--- src/rtl/note_step_counter.sv ---
// note_step_counter: steps a note index through 0..M-1 at a programmable
// rate for the note ROM of the music-note player. A single-clock-domain
// prescaler produces the step strobe; four sweep modes decide where the
// index goes next and when the end-of-sequence strobe fires.
module note_step_counter #(
    parameter int N       = 8,
    parameter int M       = 149,
    parameter int CLK_DIV = 12500000,
    parameter int PW      = 24
) (
    input  logic         clk,
    input  logic         reset,
    input  logic         enable,
    input  logic [1:0]   mode,
    input  logic         restart,
    output logic [N-1:0] count,
    output logic         step_tick,
    output logic         complete_tick,
    output logic         running
);

    typedef enum logic [1:0] {
        MODE_LOOP_UP   = 2'b00,
        MODE_LOOP_DOWN = 2'b01,
        MODE_ONE_SHOT  = 2'b10,
        MODE_PING_PONG = 2'b11
    } mode_e;

    typedef enum logic {
        DIR_UP   = 1'b0,
        DIR_DOWN = 1'b1
    } dir_e;

    // Index boundaries, all held at the count width so every compare is N bits.
    localparam logic [N-1:0] LAST_IDX    = N'(M - 1);
    localparam logic [N-1:0] BEFORE_LAST = N'(M - 2);
    localparam logic [N-1:0] IDX_ONE     = N'(1);

    // Prescaler terminal value and increment at the prescaler width.
    localparam logic [PW-1:0] PRE_LAST = PW'(CLK_DIV - 1);
    localparam logic [PW-1:0] PRE_ONE  = PW'(1);

    mode_e          modeSel;
    logic           advance;
    logic           stepStrobe;

    logic [PW-1:0]  prescale_q, prescale_d;
    logic [N-1:0]   count_q, count_d;
    dir_e           dir_q, dir_d;
    logic           running_q, running_d;
    logic           stepTick_q, stepTick_d;
    logic           completeTick_q, completeTick_d;

    // Candidate results of a step, computed from the current index and mode.
    logic [N-1:0]   stepCount;
    dir_e           stepDir;
    logic           stepComplete;
    logic           stepStop;

    assign modeSel    = mode_e'(mode);
    assign advance    = enable & running_q;
    assign stepStrobe = advance & (prescale_q == PRE_LAST);

    // Where the index goes on the next step for the currently selected mode.
    always_comb begin
        stepCount    = count_q;
        stepDir      = dir_q;
        stepComplete = 1'b0;
        stepStop     = 1'b0;
        case (modeSel)
            MODE_LOOP_UP: begin
                if (count_q == LAST_IDX) begin
                    stepCount    = '0;
                    stepComplete = 1'b1;
                end else begin
                    stepCount = count_q + IDX_ONE;
                end
            end
            MODE_LOOP_DOWN: begin
                if (count_q == '0) begin
                    stepCount    = LAST_IDX;
                    stepComplete = 1'b1;
                end else begin
                    stepCount = count_q - IDX_ONE;
                end
            end
            MODE_ONE_SHOT: begin
                // Arriving at the last index ends the run; if a mode switch
                // lands us here already at the last index, stop in place
                // rather than stepping outside the valid range.
                if ((count_q == BEFORE_LAST) || (count_q == LAST_IDX)) begin
                    stepCount    = LAST_IDX;
                    stepComplete = 1'b1;
                    stepStop     = 1'b1;
                end else begin
                    stepCount = count_q + IDX_ONE;
                end
            end
            MODE_PING_PONG: begin
                if (dir_q == DIR_UP) begin
                    if (count_q == LAST_IDX) begin
                        stepCount = BEFORE_LAST;
                        stepDir   = DIR_DOWN;
                    end else begin
                        stepCount = count_q + IDX_ONE;
                    end
                end else begin
                    if (count_q == '0) begin
                        stepCount = IDX_ONE;
                        stepDir   = DIR_UP;
                    end else begin
                        stepCount = count_q - IDX_ONE;
                    end
                end
                stepComplete = (stepCount == '0);
            end
            default: begin
                stepCount = count_q;
            end
        endcase
    end

    // Next-state selection: restart beats everything, then a step, then plain prescaling.
    always_comb begin
        prescale_d     = prescale_q;
        count_d        = count_q;
        dir_d          = dir_q;
        running_d      = running_q;
        stepTick_d     = 1'b0;
        completeTick_d = 1'b0;
        if (restart) begin
            count_d    = (modeSel == MODE_LOOP_DOWN) ? LAST_IDX : '0;
            prescale_d = '0;
            dir_d      = DIR_UP;
            running_d  = 1'b1;
        end else if (stepStrobe) begin
            prescale_d     = '0;
            count_d        = stepCount;
            dir_d          = stepDir;
            stepTick_d     = 1'b1;
            completeTick_d = stepComplete;
            if (stepStop) begin
                running_d = 1'b0;
            end
        end else if (advance) begin
            prescale_d = prescale_q + PRE_ONE;
        end
    end

    // State register with asynchronous active-low reset.
    always_ff @(posedge clk or negedge reset) begin
        if (!reset) begin
            prescale_q     <= '0;
            count_q        <= '0;
            dir_q          <= DIR_UP;
            running_q      <= 1'b1;
            stepTick_q     <= 1'b0;
            completeTick_q <= 1'b0;
        end else begin
            prescale_q     <= prescale_d;
            count_q        <= count_d;
            dir_q          <= dir_d;
            running_q      <= running_d;
            stepTick_q     <= stepTick_d;
            completeTick_q <= completeTick_d;
        end
    end

    assign count         = count_q;
    assign step_tick     = stepTick_q;
    assign complete_tick = completeTick_q;
    assign running       = running_q;

endmodule

--- config.mk ---
export PLATFORM = sky130hd
export DESIGN_NAME = note_step_counter
export DESIGN_NICKNAME = d
export VERILOG_FILES = /design/src/rtl/note_step_counter.sv
export SDC_FILE = /design/constraint.sdc
export NUM_CORES = 1
export LEC_CHECK = 0
export CORE_MARGIN = 10
export CORE_UTILIZATION = 40
export CTS_BUF_LIST = sky130_fd_sc_hd__clkbuf_8
export CTS_CLUSTER_DIAMETER = 100
export DETAILED_ROUTE_END_ITERATION = 8
export PLACE_DENSITY = 0.61
export SYNTH_ARGS = -nofsm -noshare
export SYNTH_HDL_FRONTEND = slang
export SYNTH_SLANG_ARGS = --single-unit
--- constraint.sdc ---
create_clock -name clk -period 5.9 [get_ports clk]
set_input_delay 0.885 -clock clk [delete_from_list [all_inputs] [get_ports clk]]
set_output_delay 0.885 -clock clk [all_outputs]
set_load 0.05 [all_outputs]
==> results.md, run 1 <==
* Fin crit period at 3.33 ns
* # rows at 29
* Final hold vios at 0
* # IOs at 17
* Synth async-reset ratio at 1.00
* Arr. time, crit path at 3.50 ns
* Met2 usage at 0.203
* PD cells at 184 mW/mm²
* Die H at 101 µm
* Avg Synthesized Cell Area at 7.99 µm²
* Routability cong. at 0.863
* Post-Syn Instances at 332
* GRT busiest layer: met2
* Setup bufs post-CTS at 0
* Setup TNS at 0 ns
* # resized after CTS at 0
* Synth top area cells: dfrtp_1 (33%), nor2_1 (5.7%), a21oi_1 (4.9%)
* CTS Buf Count at 5
* Ant diodes at 0
* RSZ-0062 raised after global routing: no
* HPWL Detailed at 4.89 mm
* CP delay by family, top: simple AND/OR/NAND/NOR gates
* Final Max Tran Viols at 0
* Routed WL at 6.88 mm
* Die span in x at 101 µm
* Share of cells above drive strength 1 at 0.0507
* WL/cell at 16.7 µm
* Tcrit/Tclk final at 0.565
* CP max stage cell: nor4_4
* Drt pass-1 iters at 4
* Initial antenna violation count at 0
* Worst slew margin at 0.464
* CP Max Fanout at 17
* Clock Latency Late Sink at 0.29 ns
* Number of vias per cell at 6.17
* IO Port Bufs at 16
* Run status: completed
* Initial Util at 0.415
* Post-Syn Area at 0.00265 mm²
* Synth Warn # at 0
* Gr usage total at 0.138
* Clk_skew at 0.00823 ns
* First DRT Iteration DRCs at 211
* Post-detailed-route count of antenna-violating nets at 0
* CP Cell Sequence: clkdlybuf4s50_1, nand2_1, or4_4, nor4_4, or3b_1, a221oi_1, a21oi_1
* Number of synthesized flops with an enable pin at 0
* CTS tree: built
* Via count at 2541
* Setup crit end kind: flop
* Remaining global-route overflow at 0
* Dpl cells at 404
* Bufs on Longest Clock Path at 2
* WS Path Type: in -> reg
* Post-CTS Hold Fix Bufs at 0
* Non-Filler Instances at 412
* Critical path data required time at 6.06 ns
* Worst Path Buf+Inv at 1
* #FFs+latches synth at 36
* Post-synth top flop: dfrtp_1
* Clk sinks at 36
* Leading area contributor after synthesis: dfrtp_1
* Core area at 0.00639 mm²
* Finish-stage setup viols at 0
* First-pass GRT wire length at 11.9 mm
* Max incr delay on CP at 0.61 ns
* Sequential share of the synthesized area at 0.340
* Nets at 343
* M1 GR Usage at 0.193
* CTS clock-pin slew for the worst setup and hold paths at 0.08 ns
* Peak Freq at 300 MHz
* Synth Net Count at 341
* IR drop worst, VDD at 0.123 mV
* CTS root buf: clkbuf_8
* Layout area overhead at 9.48%
* Vias in the first global route at 2395
* Worst Setup Start Kind: primary input
* Count of different cell masters after synthesis at 59
* Top cell type's share of synthesized area at 0.330
* Top-count cell post-synth: nor2_1
* Met3 GRT Util at 0.0340
* H-tree depth at 2
* Largest net degree at the start of global routing at 37
* # DRC at 0
* Die area at 0.0103 mm²
* Slew @ Worst Pin at 0.805 ns
* Most frequent cells after synthesis: nor2_1 (40), dfrtp_1 (35), nand2_1 (27)
* Leak at 1.10 nW
* HP Class: reg -> reg
* Max-cap violations at 0
flip-flops by register name, summed over array words and instances, names as in the netlist:
register and flops:
dir_q 1, complete_tick 1, prescale_q 24, running 1
step_tick 1, count 8
metal layers:
layer | routed length, µm | up-vias
li1 | - | 1234
met1 | 3260 | 1198
met2 | 3000 | 103
met3 | 520 | 6
met4 | 95 | 0
met5 | 0 | -
worst paths after layout:
kind	from	endpoint	slack (ns)	cells after the start
max reg2reg	prescale_q[0]$_DFFE_PN0P_	count[7]$_DFFE_PN0P_	3.06	7
min	running$_DFFE_PN1P_	running$_DFFE_PN1P_	0.55	1
max in group asynchronous	reset	count[6]$_DFFE_PN0P_	4.71	1
max	enable	count[7]$_DFFE_PN0P_	2.57	7
min reg2reg	running$_DFFE_PN1P_	running$_DFFE_PN1P_	0.55	1
min in group asynchronous	reset	count[5]$_DFFE_PN0P_	0.68	1
report_power, final:
| part | leakage [nW] | switching (W) | internal [W] |
|---|---|---|---|
| Combinational | 0.559 | 0.0000536 | 0.0000310 |
| Clock | 0.0516 | 0.0000910 | 0.0000954 |
| Sequential | 0.493 | 0.0000131 | 0.000250 |
| Total | 1.10 | 0.000158 | 0.000376 |
per-stage QoR:
stage | hold WS [ns] | utilization | area (µm²) | total power, W | setup WS (ns)
final | 0.551 | 0.455 | 2900 | 0.000534 | 2.57
after global routing | 0.575 | 0.455 | 2900 | 0.000561 | 2.32
after CTS | 0.551 | 0.455 | 2900 | 0.000539 | 2.58
after detailed placement | 0.539 | 0.440 | 2810 | 0.000351 | 2.29
after global placement | 0.533 | 0.440 | 2810 | 0.000352 | 2.33
after floorplan | 0.492 | - | 2650 | 0.000325 | 3.33
cell families after synthesis:
group           count (synthesis)  synth area share
simple gates                  159             0.325
fa+ha+maj                       3            0.0142
flops                          36             0.340
compound gates                 86             0.210
xor+xnor                       17            0.0561
buf+inv                        29            0.0476
mux                             2           0.00755
cells in the final DEF (no fill, tap or decap), types with 9 or more instances in the layout:
cell             count
or3_1               11
nor2_1              40
xnor2_1             10
o21ai_0             14
dfrtp_1             35
nand2_1             27
and3_1              11
a21oi_1             26
nand4_1             10
nand3_1             19
nor3_1               9
clkdlybuf4s50_1     15
cell type report:
type	count	area, µm²
flip-flops and latches	36	902
fillers	628	3480
multi-input cells	267	1620
repair buffers	16	155
clock buffers	6	82.6
well taps	77	96.3
inverters	8	30.0
clock inverters	2	13.8
(Power assumes the default switching activity.)
==> run 2, diff against run 1 <==
==> constraint.sdc (replaced) <==
create_clock -name clk -period 3.3 [get_ports clk]
set_input_delay 0.495 -clock clk [delete_from_list [all_inputs] [get_ports clk]]
set_output_delay 0.495 -clock clk [all_outputs]
set_load 0.05 [all_outputs]
==> run 2 against run 1 <==
First-iteration DRC count up 19%. Sequential share of layout area down 0.55 points. Flip-flop and latch count stayed put. Highest routed layer unchanged. Critical path type is now reg -> reg. Utilization grew 0.82 points. Critical endpoint is now count[4]$_DFFE_PN0P_. Clock-buffer cell count stayed put. Worst hold slack worse by 0.26 ns. Total power grew 82%. Combinational power up 94%. Clock power rose by 84%. Cell area rose by 1.8%. Die area unchanged. Sequential power rose by 76%.
==> results.md, run 2 (same netlist as run 1, synthesis figures left out) <==
* Largest net degree at the start of global routing at 37 (unchanged)
* Layout area overhead at 11.5% (was 9.48%)
* Number of vias per cell at 6.22 (was 6.17)
* HPWL Detailed at 5.22 mm (was 4.89 mm)
* Initial Util at 0.415 (unchanged)
* Ant diodes at 0 (unchanged)
* Dpl cells at 411 (was 404)
* Run status: completed (unchanged)
* Slew @ Worst Pin at 0.812 ns (was 0.805 ns)
* WL/cell at 17.3 µm (was 16.7 µm)
* Met3 GRT Util at 0.0238 (was 0.0340)
* Peak Freq at 374 MHz
* # IOs at 17 (unchanged)
* Die span in x at 101 µm (unchanged)
* Max reg flops at 24 (unchanged)
* Final Max Tran Viols at 0 (unchanged)
* Initial antenna violation count at 0 (unchanged)
* Leak at 1.14 nW (was 1.10 nW)
* Routed WL at 7.25 mm (was 6.88 mm)
* # resized after CTS at 0 (unchanged)
* Nets at 350 (was 343)
* Critical path data required time at 3.51 ns (was 6.06 ns)
* PD cells at 328 mW/mm² (was 184 mW/mm²)
* Bufs on Longest Clock Path at 2 (unchanged)
* Clk sinks at 36 (unchanged)
* Routability cong. at 0.924 (was 0.863)
* CTS tree: built (unchanged)
* CTS clock-pin slew for the worst setup and hold paths at 0.08 ns (about the same)
* Vias in the first global route at 2409 (was 2395)
* RSZ-0062 raised after global routing: no (unchanged)
* Gr usage total at 0.138 (about the same)
* GRT busiest layer: met2 (unchanged)
* Post-CTS Hold Fix Bufs at 0 (unchanged)
* Clk_skew at 0.00664 ns (was 0.00823 ns)
* # rows at 29 (unchanged)
* Core area at 0.00639 mm² (unchanged)
* Commonest non-fill, non-tap cell in the layout: nor2_1 (unchanged)
* Setup TNS at 0 ns (unchanged)
* Finish-stage setup viols at 0 (unchanged)
* FF-to-FF End: count[4]$_DFFE_PN0P_ (was count[7]$_DFFE_PN0P_)
* Worst slew margin at 0.459 (was 0.464)
* Tot Pwr at 0.000970 W (was 0.000534 W)
* Hold_ws at 0.286 ns (was 0.551 ns)
* Share of cells above drive strength 1 at 0.0702 (was 0.0507)
* Via count at 2608 (was 2541)
* # DRC at 0 (unchanged)
* Remaining global-route overflow at 0 (unchanged)
* Non-Filler Instances at 419 (was 412)
* M1 GR Usage at 0.193 (about the same)
* Clock Latency Late Sink at 0.29 ns (about the same)
* Fin crit period at 2.67 ns
* CTS root buf: clkbuf_8 (unchanged)
* HP Class: in -> async (was reg -> reg)
* IO Port Bufs at 16 (unchanged)
* CP Max Fanout at 20 (was 17)
* Met2 usage at 0.212 (was 0.203)
* Max-cap violations at 0 (unchanged)
* Arr. time, crit path at 2.88 ns (was 3.50 ns)
* Final hold vios at 0 (unchanged)
* Worst reg2reg startpoint: prescale_q[0]$_DFFE_PN0P_ (unchanged)
* R2R depth at 7 (unchanged)
* Die area at 0.0103 mm² (unchanged)
* IR drop worst, VDD at 0.252 mV (was 0.123 mV)
* Die H at 101 µm (unchanged)
* Tcrit/Tclk final at 0.809
* First DRT Iteration DRCs at 251 (was 211)
* Setup crit end kind: flop (unchanged)
* H-tree depth at 2 (unchanged)
* Worst Setup Start Kind: flop (was primary input)
* Setup bufs post-CTS at 0 (unchanged)
* Final Core Density at 0.463 (was 0.455)
* Most flops, register: prescale_q (unchanged)
* Reg-to-reg slack, setup at 0.63 ns (was 3.06 ns)
* CTS Buf Count at 5 (unchanged)
* WS Path Type: reg -> reg (was in -> reg)
* Drt pass-1 iters at 4 (unchanged)
* Post-detailed-route count of antenna-violating nets at 0 (unchanged)
* First-pass GRT wire length at 11.9 mm (about the same)
* Most frequent cells in the layout: nor2_1 (40), dfrtp_1 (35), nand2_1 (27) (unchanged)
[run 2: changes by cell type in the layout (fill, tap and decap cells not counted), sizes merged]
cell,change
buf,+7
[run 2: critical path, cell delays in order (launching register included)]
cell and delay (ns):
dfrtp_1 0.43, ha_1 0.26, nand4_1 0.16, or4_4 0.57
or4_1 0.63, nand2b_4 0.30, nand3_1 0.11, o21ai_1 0.14
[run 2: where the power goes]
group	leakage (nW)	internal, W	total (W)	switching (W)
registers	0.493	0.000447	0.000464	0.0000169
clock network	0.0516	0.000171	0.000342	0.000171
logic	0.595	0.0000596	0.000164	0.000105
total	1.14	0.000677	0.000970	0.000293
[run 2: worst max-delay path by stage]
stage,startpoint,to,slack [ns],cells past startpoint
floorplan,count[0]$_DFFE_PN0P_,count[7]$_DFFE_PN0P_,0.73,9
global placement,enable,count[4]$_DFFE_PN0P_,0.49,7
detailed placement,enable,count[4]$_DFFE_PN0P_,0.43,7
CTS,prescale_q[0]$_DFFE_PN0P_,count[4]$_DFFE_PN0P_,0.63,7
global route,count[1]$_DFFE_PN0P_,count[4]$_DFFE_PN0P_,0.49,7
finish,prescale_q[0]$_DFFE_PN0P_,count[4]$_DFFE_PN0P_,0.63,7
[run 2: layer usage]
layer  up-vias  part of all wire
met5         -                 0
met4         0             0.011
met3         6             0.064
met2        87              0.45
met1      1264              0.48
li1       1251                 -
[run 2: through the flow]
stage | area [µm²] | setup slack [ns]
2_1_floorplan | 2650 | 0.729
3_3_place_gp | 2860 | 0.488
3_5_place_dp | 2860 | 0.435
4_1_cts | 2960 | 0.630
5_1_grt | 2960 | 0.486
6_report | 2960 | 0.630
[run 2: final cells by class]
type / count / area (µm²)
Inverter: 8 / 30.0
Fill cell: 637 / 3430
Timing Repair Buffer: 23 / 208
Sequential cell: 36 / 902
Clock inverter: 2 / 13.8
Multi-Input combinational cell: 267 / 1620
Clock buffer: 6 / 82.6
Tap cell: 77 / 96.3
